`src/rtl/spi_pkg.sv`:
```
// Shared constants for the SPI slave: control-register bit positions, FSM states, word width.
package spi_pkg;

   localparam int DATA_W_DEF = 8;

   localparam int SPCON_EN   = 6;
   localparam int SPCON_CPOL = 2;
   localparam int SPCON_CPHA = 1;

   localparam logic [0:0] IDLE   = 1'b0;
   localparam logic [0:0] ACTIVE = 1'b1;

endpackage

```
`src/rtl/spi_sync_edge.sv`:
```
// Multi-flop synchronizer with rise/fall detect; edges are visible STAGES clk after the pin moves.
// No backpressure; the output follows the input pin unconditionally.
module spi_sync_edge #(
   parameter int   STAGES  = 2,
   parameter logic RST_VAL = 1'b0
) (
   input  logic clk,
   input  logic rst,
   input  logic din,
   output logic q,
   output logic rise,
   output logic fall
);

   logic [STAGES-1:0] sr;
   logic              q_d;

   always_ff @(posedge clk) begin
      if (rst) begin
         sr  <= {STAGES{RST_VAL}};
         q_d <= RST_VAL;
      end else begin
         sr  <= {sr[STAGES-2:0], din};
         q_d <= sr[STAGES-1];
      end
   end

   assign q    = sr[STAGES-1];
   assign rise = q & ~q_d;
   assign fall = ~q & q_d;

endmodule

```
`src/rtl/spi_slave.sv`:
```
// SPI slave endpoint, MSB first; pin activity acts SYNC_STAGES+1 clk after it happens.
// Host side: one-entry TX buffer (tx_ready) and a one-cycle rx_valid pulse; no RX backpressure.
module spi_slave
   import spi_pkg::*;
#(
   parameter int DATA_W      = DATA_W_DEF,
   parameter int SYNC_STAGES = 2
) (
   input  logic              clk,
   input  logic              rst,
   input  logic [7:0]        spcon,
   input  logic              sck,
   input  logic              ssn,
   input  logic              mosi,
   output logic              miso,
   output logic              miso_oe,
   input  logic [DATA_W-1:0] tx_data,
   input  logic              tx_load,
   output logic              tx_ready,
   output logic [DATA_W-1:0] rx_data,
   output logic              rx_valid,
   output logic              busy,
   output logic              tx_underrun,
   input  logic              underrun_clr
);

   localparam int CNT_W = (DATA_W > 1) ? $clog2(DATA_W) : 1;

   logic              sck_rise, sck_fall, ssn_rise, ssn_fall, mosi_s;
   logic              unused_sck_s, unused_ssn_s, unused_mosi_rise, unused_mosi_fall, unused_spcon;
   logic [0:0]        state;
   logic              cpol_l, cpha_l;
   logic [DATA_W-1:0] shift_out, shift_in, tx_buf, next_word;
   logic [CNT_W-1:0]  bit_cnt;
   logic              lead_edge, trail_edge, start, stop, sample, shift, word_done, load_sr;

   spi_sync_edge #(.STAGES(SYNC_STAGES), .RST_VAL(1'b0)) u_sync_sck (
      .clk(clk), .rst(rst), .din(sck), .q(unused_sck_s), .rise(sck_rise), .fall(sck_fall));
   spi_sync_edge #(.STAGES(SYNC_STAGES), .RST_VAL(1'b1)) u_sync_ssn (
      .clk(clk), .rst(rst), .din(ssn), .q(unused_ssn_s), .rise(ssn_rise), .fall(ssn_fall));
   spi_sync_edge #(.STAGES(SYNC_STAGES), .RST_VAL(1'b0)) u_sync_mosi (
      .clk(clk), .rst(rst), .din(mosi), .q(mosi_s), .rise(unused_mosi_rise), .fall(unused_mosi_fall));

   assign unused_spcon = ^{spcon[7], spcon[5:3], spcon[0]};

   always_comb begin
      lead_edge  = cpol_l ? sck_fall : sck_rise;
      trail_edge = cpol_l ? sck_rise : sck_fall;
      start      = (state == IDLE) && ssn_fall && spcon[SPCON_EN];
      stop       = (state == ACTIVE) && (ssn_rise || !spcon[SPCON_EN]);
      sample     = (state == ACTIVE) && !stop && (cpha_l ? trail_edge : lead_edge);
      shift      = (state == ACTIVE) && !stop && (cpha_l ? lead_edge : trail_edge);
      word_done  = sample && (bit_cnt == CNT_W'(DATA_W - 1));
      load_sr    = start || word_done;
      // A load pulse coinciding with a shift-register load goes straight through.
      next_word  = tx_load ? tx_data : tx_buf;
   end

   always_ff @(posedge clk) begin
      if (rst) begin
         state       <= IDLE;
         cpol_l      <= 1'b0;
         cpha_l      <= 1'b0;
         shift_out   <= '0;
         shift_in    <= '0;
         tx_buf      <= '0;
         bit_cnt     <= '0;
         miso        <= 1'b0;
         miso_oe     <= 1'b0;
         rx_data     <= '0;
         rx_valid    <= 1'b0;
         tx_ready    <= 1'b1;
         busy        <= 1'b0;
         tx_underrun <= 1'b0;
      end else begin
         rx_valid <= 1'b0;

         if (load_sr) begin
            tx_ready <= 1'b1;
            if (tx_load) tx_buf <= tx_data;
         end else if (tx_load) begin
            tx_buf   <= tx_data;
            tx_ready <= 1'b0;
         end

         if (load_sr && !tx_load && tx_ready) tx_underrun <= 1'b1;
         else if (underrun_clr)               tx_underrun <= 1'b0;

         if (start) begin
            state     <= ACTIVE;
            cpol_l    <= spcon[SPCON_CPOL];
            cpha_l    <= spcon[SPCON_CPHA];
            shift_out <= next_word;
            miso      <= next_word[DATA_W-1];
            busy      <= 1'b1;
            miso_oe   <= 1'b1;
            bit_cnt   <= '0;
         end else if (stop) begin
            state   <= IDLE;
            busy    <= 1'b0;
            miso_oe <= 1'b0;
            miso    <= 1'b0;
            bit_cnt <= '0;
         end else if (state == ACTIVE) begin
            if (sample) begin
               shift_in <= {shift_in[DATA_W-2:0], mosi_s};
               if (word_done) begin
                  rx_data   <= {shift_in[DATA_W-2:0], mosi_s};
                  rx_valid  <= 1'b1;
                  bit_cnt   <= '0;
                  shift_out <= next_word;
               end else begin
                  bit_cnt <= bit_cnt + CNT_W'(1);
               end
            end
            if (shift) begin
               if (cpha_l) begin
                  miso      <= shift_out[DATA_W-1];
                  shift_out <= shift_out << 1;
               end else if (bit_cnt == '0) begin
                  // cpha=0 trailing edge right after a reload: present the new MSB unshifted.
                  miso <= shift_out[DATA_W-1];
               end else begin
                  miso      <= shift_out[DATA_W-2];
                  shift_out <= shift_out << 1;
               end
            end
         end
      end
   end

endmodule

```
`config.mk`:
```
export PLATFORM = sky130hd
export DESIGN_NAME = spi_slave
export DESIGN_NICKNAME = d
export VERILOG_FILES = /design/src/rtl/spi_pkg.sv /design/src/rtl/spi_sync_edge.sv /design/src/rtl/spi_slave.sv
export SDC_FILE = /design/constraint.sdc
export NUM_CORES = 1
export LEC_CHECK = 0
export ABC_CLOCK_PERIOD_IN_PS = 5250
export CAP_MARGIN = 20
export CELL_PAD_IN_SITES_DETAIL_PLACEMENT = 1
export CELL_PAD_IN_SITES_GLOBAL_PLACEMENT = 1
export CORE_MARGIN = 2
export CORE_UTILIZATION = 42
export CTS_CLUSTER_DIAMETER = 120
export DETAILED_ROUTE_END_ITERATION = 16
export GPL_TIMING_DRIVEN = 0
export HOLD_SLACK_MARGIN = 0.08
export PLACE_DENSITY = 0.94
export SLEW_MARGIN = 20
export SYNTH_ARGS = -nofsm -noshare
export SYNTH_HDL_FRONTEND = slang
export SYNTH_SLANG_ARGS = --single-unit
```
`constraint.sdc`:
```
create_clock -name clk -period 5.25 [get_ports clk]
set_input_delay 0.7875 -clock clk [delete_from_list [all_inputs] [get_ports clk]]
set_output_delay 0.7875 -clock clk [all_outputs]
set_load 0.01 [all_outputs]
```
[After elaboration in Yosys (flattened, before gate mapping)]
Cells that the tools add are included.
Storage, ports and cells
  flip-flop bits (word level): 49
  latch bits: 0
  RAM bits: 0
  ROM bits: 0
  input port bits: 23
  output and inout port bits: 14
  logic and storage cells: 85
  memories kept: 0
Cells by class
  add/subtract/negate cells: 1
  multiply operators: 0
  divide/modulo/power cells: 0
  order comparisons: 0
  eq/ne operators: 2
  shift operators: 0
  multiplexer cells: 25
  bitwise logic cells: 12
  reduce and logical (&&, ||, !) cells: 28
Operators by type and width (count)
  2-to-1 mux 8 bit: 9
  2-to-1 mux 1 bit: 15
  logical AND 1 bit: 9
  NOT 1 bit: 8
  AND reduction 2 bit: 3
  nonzero test 2 bit: 3
  nonzero test 3 bit: 2
  AND reduction 5 bit: 1
  OR reduction 5 bit: 1
  AND 1 bit: 4
  AND reduction 4 bit: 1
  adder 3 x 1 -> 3 bit (second input constant): 1
  equality test 3 bit (second input constant): 1
  logical NOT 1 bit: 3
  logical NOT 3 bit: 1
  2-to-1 mux 3 bit: 1
  OR reduction 3 bit: 1
  logical OR 1 bit: 2
  != test 2 bit (second input constant): 1
  OR reduction 2 bit: 1

[Logic depth before layout (Yosys ltp)]
  depth after elaboration: 16
  gate-level depth with buffers: 7
  depth with buffers taken out: 6

[Modules after synthesis]
Synthesis repeated with hierarchy kept, for this count alone.
Second synthesis, totals
  cell total of the unflattened synthesis: 231
  area total of the unflattened synthesis: 2210.9 um^2
By module, submodules not included
  spi_slave: instances 1, cells an instance 207, area an instance 1935.6 um^2, sequential area each 820.8 um^2
  spi_sync_edge at u_sync_mosi ...: instances 2, cells an instance 8, area an instance 91.3 um^2, sequential area each 60.1 um^2
  spi_sync_edge at u_sync_ssn: instances 1, cells an instance 8, area an instance 92.6 um^2, sequential area each 60.1 um^2

[Least setup slack after synthesis]
OpenSTA, ideal clock, no wires.
  path type: input -> register
  from: in tx_load
  to: reg shift_out[4]
  setup time: 0.122 ns
  data arrival time: 1.826 ns
  required time: 5.128 ns
  setup slack: 3.302 ns
  cell stages on the path: 6
  buffers on the path: 1
  cell sequence: clkbuf_1 -> mux2_2 -> nand2_1 -> a21oi_1 -> a21oi_1 -> a31oi_1
Between the ends
  word-level cells in the longest chain between the ends: 9
RTL lines
  start, declared: line spi_slave.sv:18  | input logic tx_load,
  2-to-1 mux 8 bit *
  2-to-1 mux 8 bit: line spi_slave.sv:107  | if (word_done) begin
  2-to-1 mux 8 bit: line spi_slave.sv:105  | if (sample) begin
  2-to-1 mux 8 bit: line spi_slave.sv:120  | end else if (bit_cnt == '0) begin
  2-to-1 mux 8 bit: line spi_slave.sv:117  | if (cpha_l) begin
  2-to-1 mux 8 bit: line spi_slave.sv:116  | if (shift) begin
  2-to-1 mux 8 bit: line spi_slave.sv:104  | end else if (state == ACTIVE) begin
  2-to-1 mux 8 bit: line spi_slave.sv:98  | end else if (stop) begin
  2-to-1 mux 8 bit *: line spi_slave.sv:89  | if (start) begin
  end signal, assigned: line spi_slave.sv:93  | shift_out <= next_word;
  end signal, assigned: line spi_slave.sv:111  | shift_out <= next_word;
  end signal, assigned: line spi_slave.sv:119  | shift_out <= shift_out << 1;
  end, declared: line spi_slave.sv:33  | logic [DATA_W-1:0] shift_out, shift_in, tx_buf, next_word;
Mark *: on every way between the ends. The rest lies on a longest branch, timed or not. The select of a mux whose other input is x is not followed.
A chain may end at the register's enable or synchronous reset.

[Worst setup path in the final report]
  from: in spcon[6]
  to: reg bit_cnt[1]
Between the ends
  word-level cells in the longest chain between the ends: 8
  elaborated cells between the ends (all ways): 11
  classes of those cells: 1 x mux; 10 x reduce/logical
RTL lines
  start, declared: line spi_slave.sv:11  | input logic [7:0] spcon,
  logical NOT 1 bit: line spi_slave.sv:50  | stop = (state == ACTIVE) && (ssn_rise || !spcon[SPCON_EN]);
  logical OR 1 bit: line spi_slave.sv:50
  logical AND 1 bit: line spi_slave.sv:50
  logical NOT 1 bit: line spi_slave.sv:51  | sample = (state == ACTIVE) && !stop && (cpha_l ? trail_edge : lead_edge);
  logical AND 1 bit (2 in a row): line spi_slave.sv:51
  logical AND 1 bit: line spi_slave.sv:53  | word_done = sample && (bit_cnt == CNT_W'(DATA_W - 1));
  2-to-1 mux 3 bit: line spi_slave.sv:107
  end signal, assigned: line spi_slave.sv:113  | bit_cnt <= bit_cnt + CNT_W'(1);
  end, declared: line spi_slave.sv:34  | logic [CNT_W-1:0] bit_cnt;
Parallel ways exist; a longest one is shown, timed or not.

==> impl_metrics.ini <==
[place]
gp_congestion = 0.854
dpl.hpwl_um = 4000
io_buffers = 30

[timing]
setup_tns_ns = 0
timing.fmax_mhz = 371
maxSlewViolCount = 0
skew_ns = 0.00352
tightest_slew_ns = 0.676
post-route-min-period_ns = 2.70
hold_violations = 0
rsz0062_at_grt = no
setup_viol_count_final = 0
timing.hold.ws_ns = 0.431
relSlewSlack_pct = 54.9
fin_crit_sh_pct = 51.3

[critical_path]
crit_path_end_kind = flop
startpoint = spcon[6]
startpoint_type = primary input
max_stage_delay_ns = 0.55
path_max_fanout = 10
cp.arrival_ns = 2.94
crit_chain = clkdlybuf4s50_1 > nand2_1 > nor2_1 > buf_2 > buf_1 > nand4b_1 > a21oi_1
reg2reg_slack_ns = 2.88
crit_type = primary input to flop
cp_slowest_cell = clkdlybuf4s50_1
cp.required_ns = 5.49
r2r_start = u_sync_sck.q_d

[floorplanning]
design.portCount = 37
initial_core_util_pct = 43.2
die_w_um = 76.0
die_area_um2 = 5770
rows = 26
coreArea_um2 = 5040
die_h_um = 76.0

[cells_and_area]
layout_common_cells = 49 x dfxtp_1, 46 x nand2_1, 37 x a21oi_1
area_delta_synth_final_pct = 23.0
multi_input_area_um2 = 1090
drive_gt1_share_pct = 8.93
antenna_cells = 0
layout_commonest_cell = dfxtp_1
seqCellArea_um2 = 981
fillers = 604
num-nets-final = 316
final_util_pct = 53.1

[detailed_routing]
drtPass1Iterations = 4
drtAntennaViolNets = 0
vias = 2003
wl_per_cell_um = 16.3
routed_wl_um = 5880
drcViolationCount = 0
drtIter0Drc = 88
vias_per_cell = 5.55

[clock_network]
insertion_delay_ns = 0.30
cts_tree = built
ctsResizeCount = 0
numCtsBuffers = 5
clock-sinks = 49
cts_buffer_depth = 2
hold_buffers = 0
cts_root_buffer = clkbuf_8
cts_setup_buffers = 0
path_clk_slew_ns = 0.09
htreeDepth = 2

[min_path]
holdCritStartpoint = u_sync_ssn.sr[0]
min_path_type = flop to flop

[global_route]
grt_max_degree = 17
grt_antenna_before_repair = 0
grt_pass1_wl_um = 9990
first_global_vias = 2078
groute.usage.overall_pct = 21.1
grt_overflow_total = 0

[power_and_ir_drop]
powerDensity_nw_per_um2 = 267
power_leakage_nw = 0.896
peakVddDrop_mv = 0.166

[synthesis]
yosys_warnings = 0
ys_ff_latch = 49
synth_cell_types = 40
ys_seq_area_share_pct = 45.1
async_reset_ff_share_pct = 0
yosysTopAreaCellShare_pct = 45.1
synth.cell_area_um2 = 2180
synth_area_per_cell_um2 = 8.60
synth_nets = 279
synth-main-ff-cell = dfxtp_1
synthTopCellsByArea = dfxtp_1 45%, a21oi_1 8.5%, nand2_1 7.9%
syn_inst = 253
synth_edf_count = 0
synth.largest_area_cell = dfxtp_1

[flow_run]
maxCapViolations = 0

[status]
outcome = completed
==> sequential cells by signal, summed over array words and instances (netlist names) <==
signal	flops
rx_data	8
shift_out	8
tx_buf	8
shift_in	7
bit_cnt	3
u_sync_mosi.sr	2
u_sync_sck.sr	2
u_sync_ssn.sr	2
cpha_l	1
cpol_l	1
miso	1
rx_valid	1
state	1
tx_ready	1
tx_underrun	1
u_sync_sck.q_d	1
u_sync_ssn.q_d	1
==> stage by stage <==
stage,area (um2),std cells,total power [mW],setup slack (ns)
after global placement,2560,353,0.442,2.43
after CTS,2680,361,0.717,2.58
after floorplan,2180,253,0.420,3.30
after global routing,2680,361,0.736,2.32
after detailed placement,2560,353,0.445,2.32
final,2680,361,0.715,2.55
==> final timing paths <==
| kind | endpoint | depth (start not counted) |
|---|---|---|
| hold / removal | u_sync_ssn.sr[1] | 1 |
| setup / recovery | bit_cnt[1] | 7 |
| setup reg to reg | shift_out[7] | 6 |
| hold reg to reg | u_sync_ssn.sr[1] | 1 |
==> worst max-delay path: cells and delay by family <==
kind            cells  cell delay [ns]
compound gates      1             0.17
simple gates        3             0.68
buf+inv             3             1.29
==> area by class of cell <==
| class | count | share of cell area, % |
|---|---|---|
| multi-input cells | 182 | 40.8 |
| flip-flops and latches | 49 | 36.7 |
| repair buffers | 30 | 11.2 |
| well taps | 70 | 3.27 |
| plain buffers | 17 | 3.18 |
| clock buffers | 5 | 2.57 |
| clock inverters | 3 | 1.64 |
| inverters | 5 | 0.701 |
==> cell families (layout without fill, tap and decap cells) <==
family | count (synthesis) | count (layout) | synth area share [%]
muxes | 13 | 13 | 6.21
and+or+nand+nor | 99 | 99 | 22.8
adders and majority gates | 3 | 3 | 1.73
DFF | 49 | 49 | 45.1
AOI/OAI and AO/OA | 66 | 66 | 18.7
buffers and inverters | 22 | 60 | 4.77
xor gates and xnor gates | 1 | 1 | 0.748
==> cell usage after synthesis (all sizes together) (2+ instances only) <==
cell and instances:
buf 7, nor2b 11, a31oi 7, mux2 4, inv 5, o21bai 4
dfxtp 49, or3b 2, ha 3, mux2i 9, nand3 10, nand3b 2
a21oi 37, o221ai 2, clkbuf 10, or2 4, nand2 46, nor2 11
nand2b 4, o21ai 3, o211ai 6, nand4b 4
==> power breakdown <==
part	leakage [nW]	internal, mW	switching [mW]	total (mW)
clock	0.0585	0.143	0.135	0.278
combinational	0.440	0.0266	0.0265	0.0532
sequential	0.398	0.379	0.00432	0.384
==> metal layers <==
metal	part of all wire (%)	global-route usage [%]
met4	3.0	7.82
met1	42	25.3
met3	4.2	3.79
met2	51	37.7
met5	0	0
(Power assumes the default switching activity.)
